$ cat src/rtl/rx_pkt_pkg.sv
// Shared receive-packet constants: word geometry and the status-word layout
// that the DMA driver decodes.
package rx_pkt_pkg;
   localparam int WORD_W         = 64;
   localparam int BYTES_PER_WORD = 8;
   localparam int LANE_W         = $clog2(BYTES_PER_WORD);
   localparam int FCS_OK_BIT     = 0;
   localparam int SN_LSB         = 1;
endpackage

$ cat src/rtl/byte_to_word_fcs_sn.sv
// Packs the dot11 receive byte stream into 64-bit little-endian words and
// appends one status word (FCS result + sequence number) per packet.
module byte_to_word_fcs_sn
   import rx_pkt_pkg::*;
#(
   parameter int SN_WIDTH = 4
) (
   input  logic                clk,
   input  logic                rst,
   input  logic [7:0]          byte_in,
   input  logic                byte_in_strobe,
   input  logic [15:0]         byte_count,
   input  logic [15:0]         num_byte,
   input  logic                fcs_in_strobe,
   input  logic                fcs_ok,
   input  logic [SN_WIDTH-1:0] rx_pkt_sn_plus_one,
   output logic [WORD_W-1:0]   word_out,
   output logic                word_out_strobe
);

   logic [WORD_W-1:0]   acc_reg, acc_next;
   logic [WORD_W-1:0]   merged;
   logic [WORD_W-1:0]   word_next;
   logic                strobe_next;
   logic                pend_reg, pend_next;
   logic                done_reg, done_next;
   logic                fcs_ok_reg, fcs_ok_next;
   logic [SN_WIDTH-1:0] sn_reg, sn_next;

   logic [LANE_W-1:0] lane;
   logic              accept;
   logic              last_byte;
   logic              emit_data;
   logic              fcs_take;

   assign lane      = byte_count[LANE_W-1:0];
   assign accept    = byte_in_strobe && (byte_count < num_byte);
   assign last_byte = (byte_count == num_byte - 16'd1);
   assign emit_data = accept && ((lane == LANE_W'(BYTES_PER_WORD - 1)) || last_byte);
   assign fcs_take  = fcs_in_strobe && !done_reg;

   // Accumulator with the incoming byte dropped into its lane; emitted words use this directly.
   generate
      for (genvar gi = 0; gi < BYTES_PER_WORD; gi++) begin : g_lane
         assign merged[8*gi +: 8] = (accept && (lane == LANE_W'(gi))) ? byte_in
                                                                       : acc_reg[8*gi +: 8];
      end
   endgenerate

   function automatic logic [WORD_W-1:0] status_word(input logic ok,
                                                     input logic [SN_WIDTH-1:0] sn);
      logic [WORD_W-1:0] sw;
      sw                        = '0;
      sw[FCS_OK_BIT]            = ok;
      sw[SN_LSB +: SN_WIDTH]    = sn;
      return sw;
   endfunction

   always_comb begin
      acc_next    = acc_reg;
      pend_next   = pend_reg;
      done_next   = done_reg;
      fcs_ok_next = fcs_ok_reg;
      sn_next     = sn_reg;
      word_next   = word_out;
      strobe_next = 1'b0;

      if (accept) begin
         acc_next = merged;
      end
      if (emit_data) begin
         acc_next    = '0;
         word_next   = merged;
         strobe_next = 1'b1;
      end

      // A status collision with a data word is deferred by one cycle.
      if (pend_reg) begin
         pend_next   = 1'b0;
         word_next   = status_word(fcs_ok_reg, sn_reg);
         strobe_next = 1'b1;
      end else if (fcs_take) begin
         done_next = 1'b1;
         acc_next  = '0;
         if (emit_data) begin
            pend_next   = 1'b1;
            fcs_ok_next = fcs_ok;
            sn_next     = rx_pkt_sn_plus_one;
         end else begin
            word_next   = status_word(fcs_ok, rx_pkt_sn_plus_one);
            strobe_next = 1'b1;
         end
      end
   end

   always_ff @(posedge clk) begin
      if (rst) begin
         acc_reg         <= '0;
         pend_reg        <= 1'b0;
         done_reg        <= 1'b0;
         fcs_ok_reg      <= 1'b0;
         sn_reg          <= '0;
         word_out        <= '0;
         word_out_strobe <= 1'b0;
      end else begin
         acc_reg         <= acc_next;
         pend_reg        <= pend_next;
         done_reg        <= done_next;
         fcs_ok_reg      <= fcs_ok_next;
         sn_reg          <= sn_next;
         word_out        <= word_next;
         word_out_strobe <= strobe_next;
      end
   end

endmodule

$ cat config.mk
export PLATFORM = sky130hd
export DESIGN_NAME = byte_to_word_fcs_sn
export DESIGN_NICKNAME = d
export VERILOG_FILES = /design/src/rtl/rx_pkt_pkg.sv /design/src/rtl/byte_to_word_fcs_sn.sv
export SDC_FILE = /design/constraint.sdc
export NUM_CORES = 1
export LEC_CHECK = 0
export CORE_ASPECT_RATIO = 1.2
export CORE_UTILIZATION = 57
export DETAILED_ROUTE_END_ITERATION = 8
export PLACE_DENSITY_LB_ADDON = 0.12
export REMOVE_ABC_BUFFERS = 1
export SYNTH_ARGS = -nofsm -noshare
export SYNTH_HDL_FRONTEND = slang
export SYNTH_SLANG_ARGS = --single-unit
$ cat constraint.sdc
create_clock -name clk -period 4.6 [get_ports clk]
set_clock_uncertainty 0.1 [all_clocks]
set_input_delay 0.46 -clock clk [delete_from_list [all_inputs] [get_ports clk]]
set_output_delay 0.46 -clock clk [all_outputs]
set_load 0.005 [all_outputs]
==> results of run 1 <==
## power groups by stage
stage          combinational, µW  clock [µW]  sequential, µW
2_1_floorplan                123           0            1220
3_3_place_gp                 240           0            1220
3_5_place_dp                 243           0            1220
4_1_cts                      245        1360            1190
5_1_grt                      267        1410            1190
6_report                     246        1350            1190
## critical path: stages
cell and delay [ps]:
sky130_fd_sc_hd__clkdlybuf4s50_1 570, sky130_fd_sc_hd__inv_1 80, sky130_fd_sc_hd__ha_1 290, sky130_fd_sc_hd__a21oi_1 170
sky130_fd_sc_hd__o21ai_0 120, sky130_fd_sc_hd__a2111oi_0 590, sky130_fd_sc_hd__nand2_1 250, sky130_fd_sc_hd__or4_1 760
sky130_fd_sc_hd__mux2i_1 360, sky130_fd_sc_hd__mux2_2 230, sky130_fd_sc_hd__nor2_1 40
## stage by stage
step                      util [%]  setup WS (ps)  total power, µW  hold WS [ps]
after global placement       70.47          516.3             1457         338.1
after detailed placement     70.47          421.3             1461         356.1
after global routing         76.14          547.1             2874         372.8
after CTS                    76.14          794.6             2802         363.4
after floorplan                  -         -606.7             1340         328.0
final                        76.14          838.6             2788         356.2
## worst paths after layout
path	depth (start not counted)	end	start
worst max register to register	4	word_out[56]	pend_reg
worst min register to register	2	sn_reg[2]	sn_reg[2]
worst min-delay path	2	sn_reg[2]	sn_reg[2]
worst max-delay path	11	word_out[33]	num_byte[9]
## cells in the final DEF, fill, tap and decap left out, types with 12 or more instances in the layout
| master | count |
|---|---|
| sky130_fd_sc_hd__clkbuf_16 | 17 |
| sky130_fd_sc_hd__nand4_1 | 12 |
| sky130_fd_sc_hd__nand2_1 | 76 |
| sky130_fd_sc_hd__nor2_1 | 129 |
| sky130_fd_sc_hd__ha_1 | 17 |
| sky130_fd_sc_hd__inv_1 | 21 |
| sky130_fd_sc_hd__clkdlybuf4s50_1 | 113 |
| sky130_fd_sc_hd__xnor2_1 | 16 |
| sky130_fd_sc_hd__dfxtp_1 | 136 |
| sky130_fd_sc_hd__mux2_2 | 59 |
| sky130_fd_sc_hd__mux2i_1 | 74 |
## final cells by class
class,instances,area (µm²),area share (%)
Clock buffer,19,452.9,5.629
Clock inverter,13,146.4,1.819
Inverter,22,82.58,1.026
Multi-Input combinational cell,471,3242,40.29
Sequential cell,136,2723,33.84
Tap cell,129,161.4,2.006
Timing Repair Buffer,124,1239,15.39
## per-layer routing
metal	GRT usage [%]	wire [µm]	share of wire, %	vias to the layer above
li1	-	-	-	2478
met1	31.32	6475	43	2407
met2	48.39	7617	50	163
met3	5.925	804	5.3	32
met4	10.39	332	2.2	0
met5	0	0	0	-
## logic make-up after synthesis
family | count (synthesis)
and+or+nand+nor | 264
muxes | 133
DFF | 136
AOI/OAI and AO/OA | 38
buffers and inverters | 68
xor gates and xnor gates | 19
adders and majority gates | 17
==> qor.log, run 1 <==
[outcome] status complete, no violations
[synth] Adder-Cell Fraction of Synth Area 3.414%
[clock_network] CTS tree yes
[floorplan] overall die area 11350 µm²
[drt] initial detailed-routing violation count 281
[clock_network] number of sinks driven by the clock tree 136
[grt] largest net degree at the start of global routing 74
[synth] Yosys warning count 0
[drt] Total Wirelength 15.23 mm
[clock_network] depth of the CTS H-tree 4
[drt] post-route antenna net violation count 0
[critical_path] register-to-register setup slack 2570 ps
[clock_network] CTS buffer count 17
[cells_and_area] share of layout cells above drive strength 1 13.89%
[synth] cell with the most instances after synthesis sky130_fd_sc_hd__dfxtp_1
[drt] wire per inst 16.66 µm
[floorplan] num ports 114
[synth] biggest area contributors in the synthesized netlist sky130_fd_sc_hd__dfxtp_1 44%, sky130_fd_sc_hd__mux2i_1 12%, sky130_fd_sc_hd__mux2_2 11%, sky130_fd_sc_hd__nor2_1 7.8%, sky130_fd_sc_hd__nand2_1 4.6%
[synth] cells after synthesis 675
[cells_and_area] Layout fillers 736
[synth] Yosys reg bits 136
[clock_network] Gates resized, CTS repair 0
[floorplan] Core Area 10570 µm²
[power_and_ir_drop] ratio of total power to cell area 346.4 nW/µm²
[power_and_ir_drop] maximum resistive drop on vdd 0.3331 mV
[power_and_ir_drop] share of total power in the clock network 48.4%
[grt] number of antenna violations at the first check in global routing 0
[power_and_ir_drop] sequential group share of total power 42.8%
[synth] post-synthesis share of cell area spent on and, or, nand and nor gates 18.84%
[clock_network] CTS clk-pin slew, worst paths 60 ps
[critical_path] data arrival time of the worst path 3920 ps
[floorplan] placement row count 41
[clock_network] Hold-fix buffers, CTS 0
[grt] total global routing track utilization 26.86%
[timing] minimum clock period 3761 ps
[synth] Yosys top cell area share 43.70%
[critical_path] critical path required time 4760 ps
[power_and_ir_drop] switching pwr 661.7 µW
[drt] overall via count from detail_route 5080
[drt] Detailed Routing Iterations Pass 1 6
[timing] period utilisation layout 81.77%
[job] maximum capacitance violations 0
[synth] proportion of synthesized chip area in sequential cells 43.70%
[floorplan] overall die height 116.5 µm
[timing] Hold Violations, Final 0
[clock_network] buffer levels on the longest clock path 2
[synth] xor/xnor share of the synthesized area 2.671%
[critical_path] endpoint type of the worst setup path register
[cells_and_area] non-filler instance count after layout 914
[grt] vias in the first global route 5022
[timing] Setup TNS 0 ps
[synth] share of the synthesized area in compound gates (AO/OA/AOI/OAI) 4.338%
[floorplan] Die Span X 97.44 µm
[critical_path] crit path launch type input pin
[timing] Rel. slew slack 35.64%
[power_and_ir_drop] static power due to leakage 0.003313 µW
[place] count of buffers inserted at the top-level ports 113
[drt] per-cell via count in the routed design 5.558
[power_and_ir_drop] combinational share of power 8.8%
[cells_and_area] area delta synth->final 29.16%
[floorplan] starting density of the core 58.95%
[power_and_ir_drop] P_int 2126 µW
[timing] pins over their slew limit 0
[place] post-placement cell area 7447 µm²
[grt] overflow left after global routing 0
[cells_and_area] final net count 838
[synth] Distinct cells, synth 49
[hold_path] worst hold path type reg2reg
[synth] per-instance average area after synthesis 9.229 µm²
[cells_and_area] final std cell area, no fill 8046 µm²
[timing] final setup fails 0
[drt] DRC violation count after routing 0
[synth] most common library cells after synthesis 136 x sky130_fd_sc_hd__dfxtp_1, 129 x sky130_fd_sc_hd__nor2_1, 77 x sky130_fd_sc_hd__nand2_1
[clock_network] buffer type at the clock tree root sky130_fd_sc_hd__clkbuf_16
[synth] Post-synth top flop sky130_fd_sc_hd__dfxtp_1
[cells_and_area] number of antenna diodes 0
[grt] first-pass GRT wire length 24.08 mm
[critical_path] maximum fanout encountered on the critical timing path 8
[power_and_ir_drop] Sw Share 23.74%
[timing] Max Clock Freq 0.2659 GHz
[synth] dominant combinational cell family by area after synthesis multiplexers
[clock_network] post-CTS setup repair buffer count 0
[synth] Post-synth ARST share 0%
[critical_path] critical path class in2reg
[synth] top cell type by total area after synthesis sky130_fd_sc_hd__dfxtp_1
[place] estimated wirelength of the detail-placed design 10.07 mm
[synth] Post-Syn Area 6230 µm²
[synth] Post-synth EDFFs 0
[timing] unrepaired setup endpoints after global routing false
[place] Placed Cells 882
[synth] share of cell area taken by muxes after synthesis 22.55%
[timing] Least-Margin Pin Slew 962.1 ps
[clock_network] clock latency on the worst-skew pair 410 ps
[place] Final GP Congestion 0.8894
Power figures use the tool's default switching activity.
==> run 2: changes to the inputs <==
--- a/config.mk
+++ b/config.mk
@@ -6,7 +6,7 @@
 export NUM_CORES = 1
 export LEC_CHECK = 0
 export CORE_ASPECT_RATIO = 1.2
-export CORE_UTILIZATION = 57
+export CORE_UTILIZATION = 47
 export DETAILED_ROUTE_END_ITERATION = 8
 export PLACE_DENSITY_LB_ADDON = 0.12
 export REMOVE_ABC_BUFFERS = 1
==> constraint.sdc (replaced) <==
create_clock -name clk -period 3.1 [get_ports clk]
set_clock_uncertainty 0.1 [all_clocks]
set_input_delay 0.31 -clock clk [delete_from_list [all_inputs] [get_ports clk]]
set_output_delay 0.31 -clock clk [all_outputs]
set_load 0.005 [all_outputs]
==> run 2 against run 1 <==
- combinational power is 84% higher
- global-route usage is 2.9 points lower
- die area is 21% higher
- routed wire length is 5.6% higher
- sequential share of layout area is 3.1 points lower
- power is 57% higher
- sequential cell count stayed put
- sequential power is 49% higher
- final area is 10% higher
- hold slack better by 4.2 ps
- highest routed layer unchanged
==> qor.log, run 2 (synthesis results as in run 1) <==
[outcome] status complete, no violations
[drt] DRC violation count after routing 0
[clock_network] CTS tree yes
[grt] met3 track utilization from global routing 4.372%
[critical_path] start point of the critical path num_byte[9]
[power_and_ir_drop] combinational share of power 10.4%
[clock_network] number of sinks driven by the clock tree 136
[grt] total global routing track utilization 23.97%
[drt] per-cell via count in the routed design 5.122
[critical_path] Cell Chain, Critical Path clkdlybuf4s50_1, inv_1, ha_1, a21oi_2, o21ai_2, a2111oi_4, buf_4, nand2_1, or4_1, buf_4, mux2i_1, mux2_2, nor2_1
[grt] largest net degree at the start of global routing 65
[timing] Max Clock Freq 0.3355 GHz
[grt] first-pass GRT wire length 25.80 mm
[cells_and_area] area delta synth->final 42.10%
[clock_network] clock latency on the worst-skew pair 420 ps
[critical_path] Largest stage delay, worst path 500 ps
[grt] overflow left after global routing 0
[drt] Detailed Routing Iterations Pass 1 4
[clock_network] depth of the CTS H-tree 4
[drt] wire per inst 15.68 µm
[timing] Least-Margin Pin Slew 645.8 ps
[timing] Final Worst Setup Slack 119.7 ps
[timing] minimum clock period 2980 ps
[critical_path] data arrival time of the worst path 3230 ps
[critical_path] crit path launch type input pin
[cells_and_area] most common library cell in the layout ignoring fill and taps sky130_fd_sc_hd__dfxtp_1
[grt] Top Usage Layer GRT met2
[critical_path] path depth of the worst reg2reg path 5
[critical_path] critical path's most frequent cell sky130_fd_sc_hd__buf_4
[power_and_ir_drop] maximum resistive drop on vdd 0.4034 mV
[cells_and_area] commonest cells after routing, fill and taps aside 136 x sky130_fd_sc_hd__dfxtp_1, 129 x sky130_fd_sc_hd__nor2_1, 110 x sky130_fd_sc_hd__clkdlybuf4s50_1
[clock_network] CTS clk-pin slew, worst paths 60 ps
[timing] Rel. slew slack 56.94%
[critical_path] critical path class in2reg
[hold_path] worst hold path type reg2reg
[hold_path] Hold Path Stages 2
[floorplan] Core Area 12780 µm²
[floorplan] starting density of the core 48.74%
[power_and_ir_drop] P_int 3357 µW
[clock_network] buffer levels on the longest clock path 2
[critical_path] Critical Path Slowest Stage Cell sky130_fd_sc_hd__clkdlybuf4s50_1
[power_and_ir_drop] switching pwr 1008 µW
[drt] post-route antenna net violation count 0
[place] count of buffers inserted at the top-level ports 113
[grt] met2 track utilization from global routing 42.35%
[floorplan] placement row count 45
[clock_network] buffer type at the clock tree root sky130_fd_sc_hd__clkbuf_16
[power_and_ir_drop] static power due to leakage 0.003756 µW
[clock_network] post-CTS setup repair buffer count 0
[cells_and_area] number of antenna diodes 0
[drt] Total Wirelength 16.09 mm
[power_and_ir_drop] sequential group share of total power 40.5%
[grt] vias in the first global route 5343
[floorplan] overall die area 13720 µm²
[grt] number of antenna violations at the first check in global routing 0
[cells_and_area] final net count 915
[timing] final worst hold slack 360.4 ps
[grt] GRT met1 Usage 29.19%
[timing] Hold Violations, Final 0
[power_and_ir_drop] share of total power in the clock network 49.1%
[timing] period utilisation layout 96.14%
[clock_network] Hold-fix buffers, CTS 0
[drt] initial detailed-routing violation count 210
[place] Placed Cells 993
[critical_path] startpoint of the worst-slack reg-to-reg timing path done_reg
[place] estimated wirelength of the detail-placed design 11.08 mm
[critical_path] Reg-to-Reg End word_out[28]
[power_and_ir_drop] Sw Share 23.10%
[floorplan] num ports 114
[place] Worst Setup Slack post-DPL -708.0 ps
[timing] Setup TNS 0 ps
[clock_network] CTS buffer count 17
[power_and_ir_drop] total power after layout 4365 µW
[floorplan] overall die height 128.1 µm
[power_and_ir_drop] ratio of total power to cell area 493.1 nW/µm²
[timing] pins over their slew limit 0
[critical_path] critical path required time 3350 ps
[critical_path] endpoint type of the worst setup path register
[job] maximum capacitance violations 0
[timing] final setup fails 0
[floorplan] Die Span X 107.1 µm
[drt] overall via count from detail_route 5255
[cells_and_area] share of layout cells above drive strength 1 22.74%
[critical_path] register-to-register setup slack 1250 ps
[place] Final GP Congestion 0.8447
[critical_path] maximum fanout encountered on the critical timing path 8
[cells_and_area] non-filler instance count after layout 1026
[hold_path] worst min-delay path startpoint sn_reg[2]
[hold_path] Hold Path End sn_reg[2]
-- run 2: per-stage QoR --
step	util [%]	cell area, µm²
4_1_cts	68.39	8741
5_1_grt	69.26	8852
2_1_floorplan	-	6033
3_5_place_dp	63.37	8099
6_report	69.26	8852
3_3_place_gp	63.37	8099
-- run 2: metal layers --
layer	wire length [µm]	part of all wire, %
met5	0	0
met3	569	3.5
met2	8038	50
met4	165	1.0
met1	7313	45
-- run 2: layout make-up --
class,count,area [µm²]
Clock buffer,18,439.2
Clock inverter,14,192.7
Fill cell,1007,3929
Inverter,22,82.58
Multi-Input combinational cell,471,3316
Sequential cell,136,2723
Tap cell,164,205.2
Timing Repair Buffer,201,1894
-- run 2: critical path: cells and delay by family --
family	cells	cell delay (ps)
mux	2	450
simple gates	3	570
compound gates	3	640
buf+inv	4	960
fa+ha+maj	1	300
-- run 2: power groups by stage --
stage | Combinational (µW) | Clock [µW] | Sequential [µW]
after floorplan | 182 | 0 | 1810
after global placement | 419 | 0 | 1810
after detailed placement | 425 | 0 | 1810
after CTS | 432 | 2170 | 1770
after global routing | 492 | 2250 | 1770
final | 453 | 2140 | 1770
-- run 2: how the worst max path moves through the flow --
stage                     slack, ps      endpoint  cells past startpoint
after floorplan               -1960    acc_reg[0]                     10
after global placement         -660  word_out[37]                     13
after detailed placement       -710  word_out[25]                     13
after CTS                         5   acc_reg[21]                     14
after global routing            -10  word_out[39]                     13
final                           120  word_out[45]                     13
-- run 2: repair_timing --
item | in CTS | in global routing
cloned | 0 | 1
setup endpoints to repair | 133 | 133
resized for setup | 3 | 21
pin swaps | 2 | 3
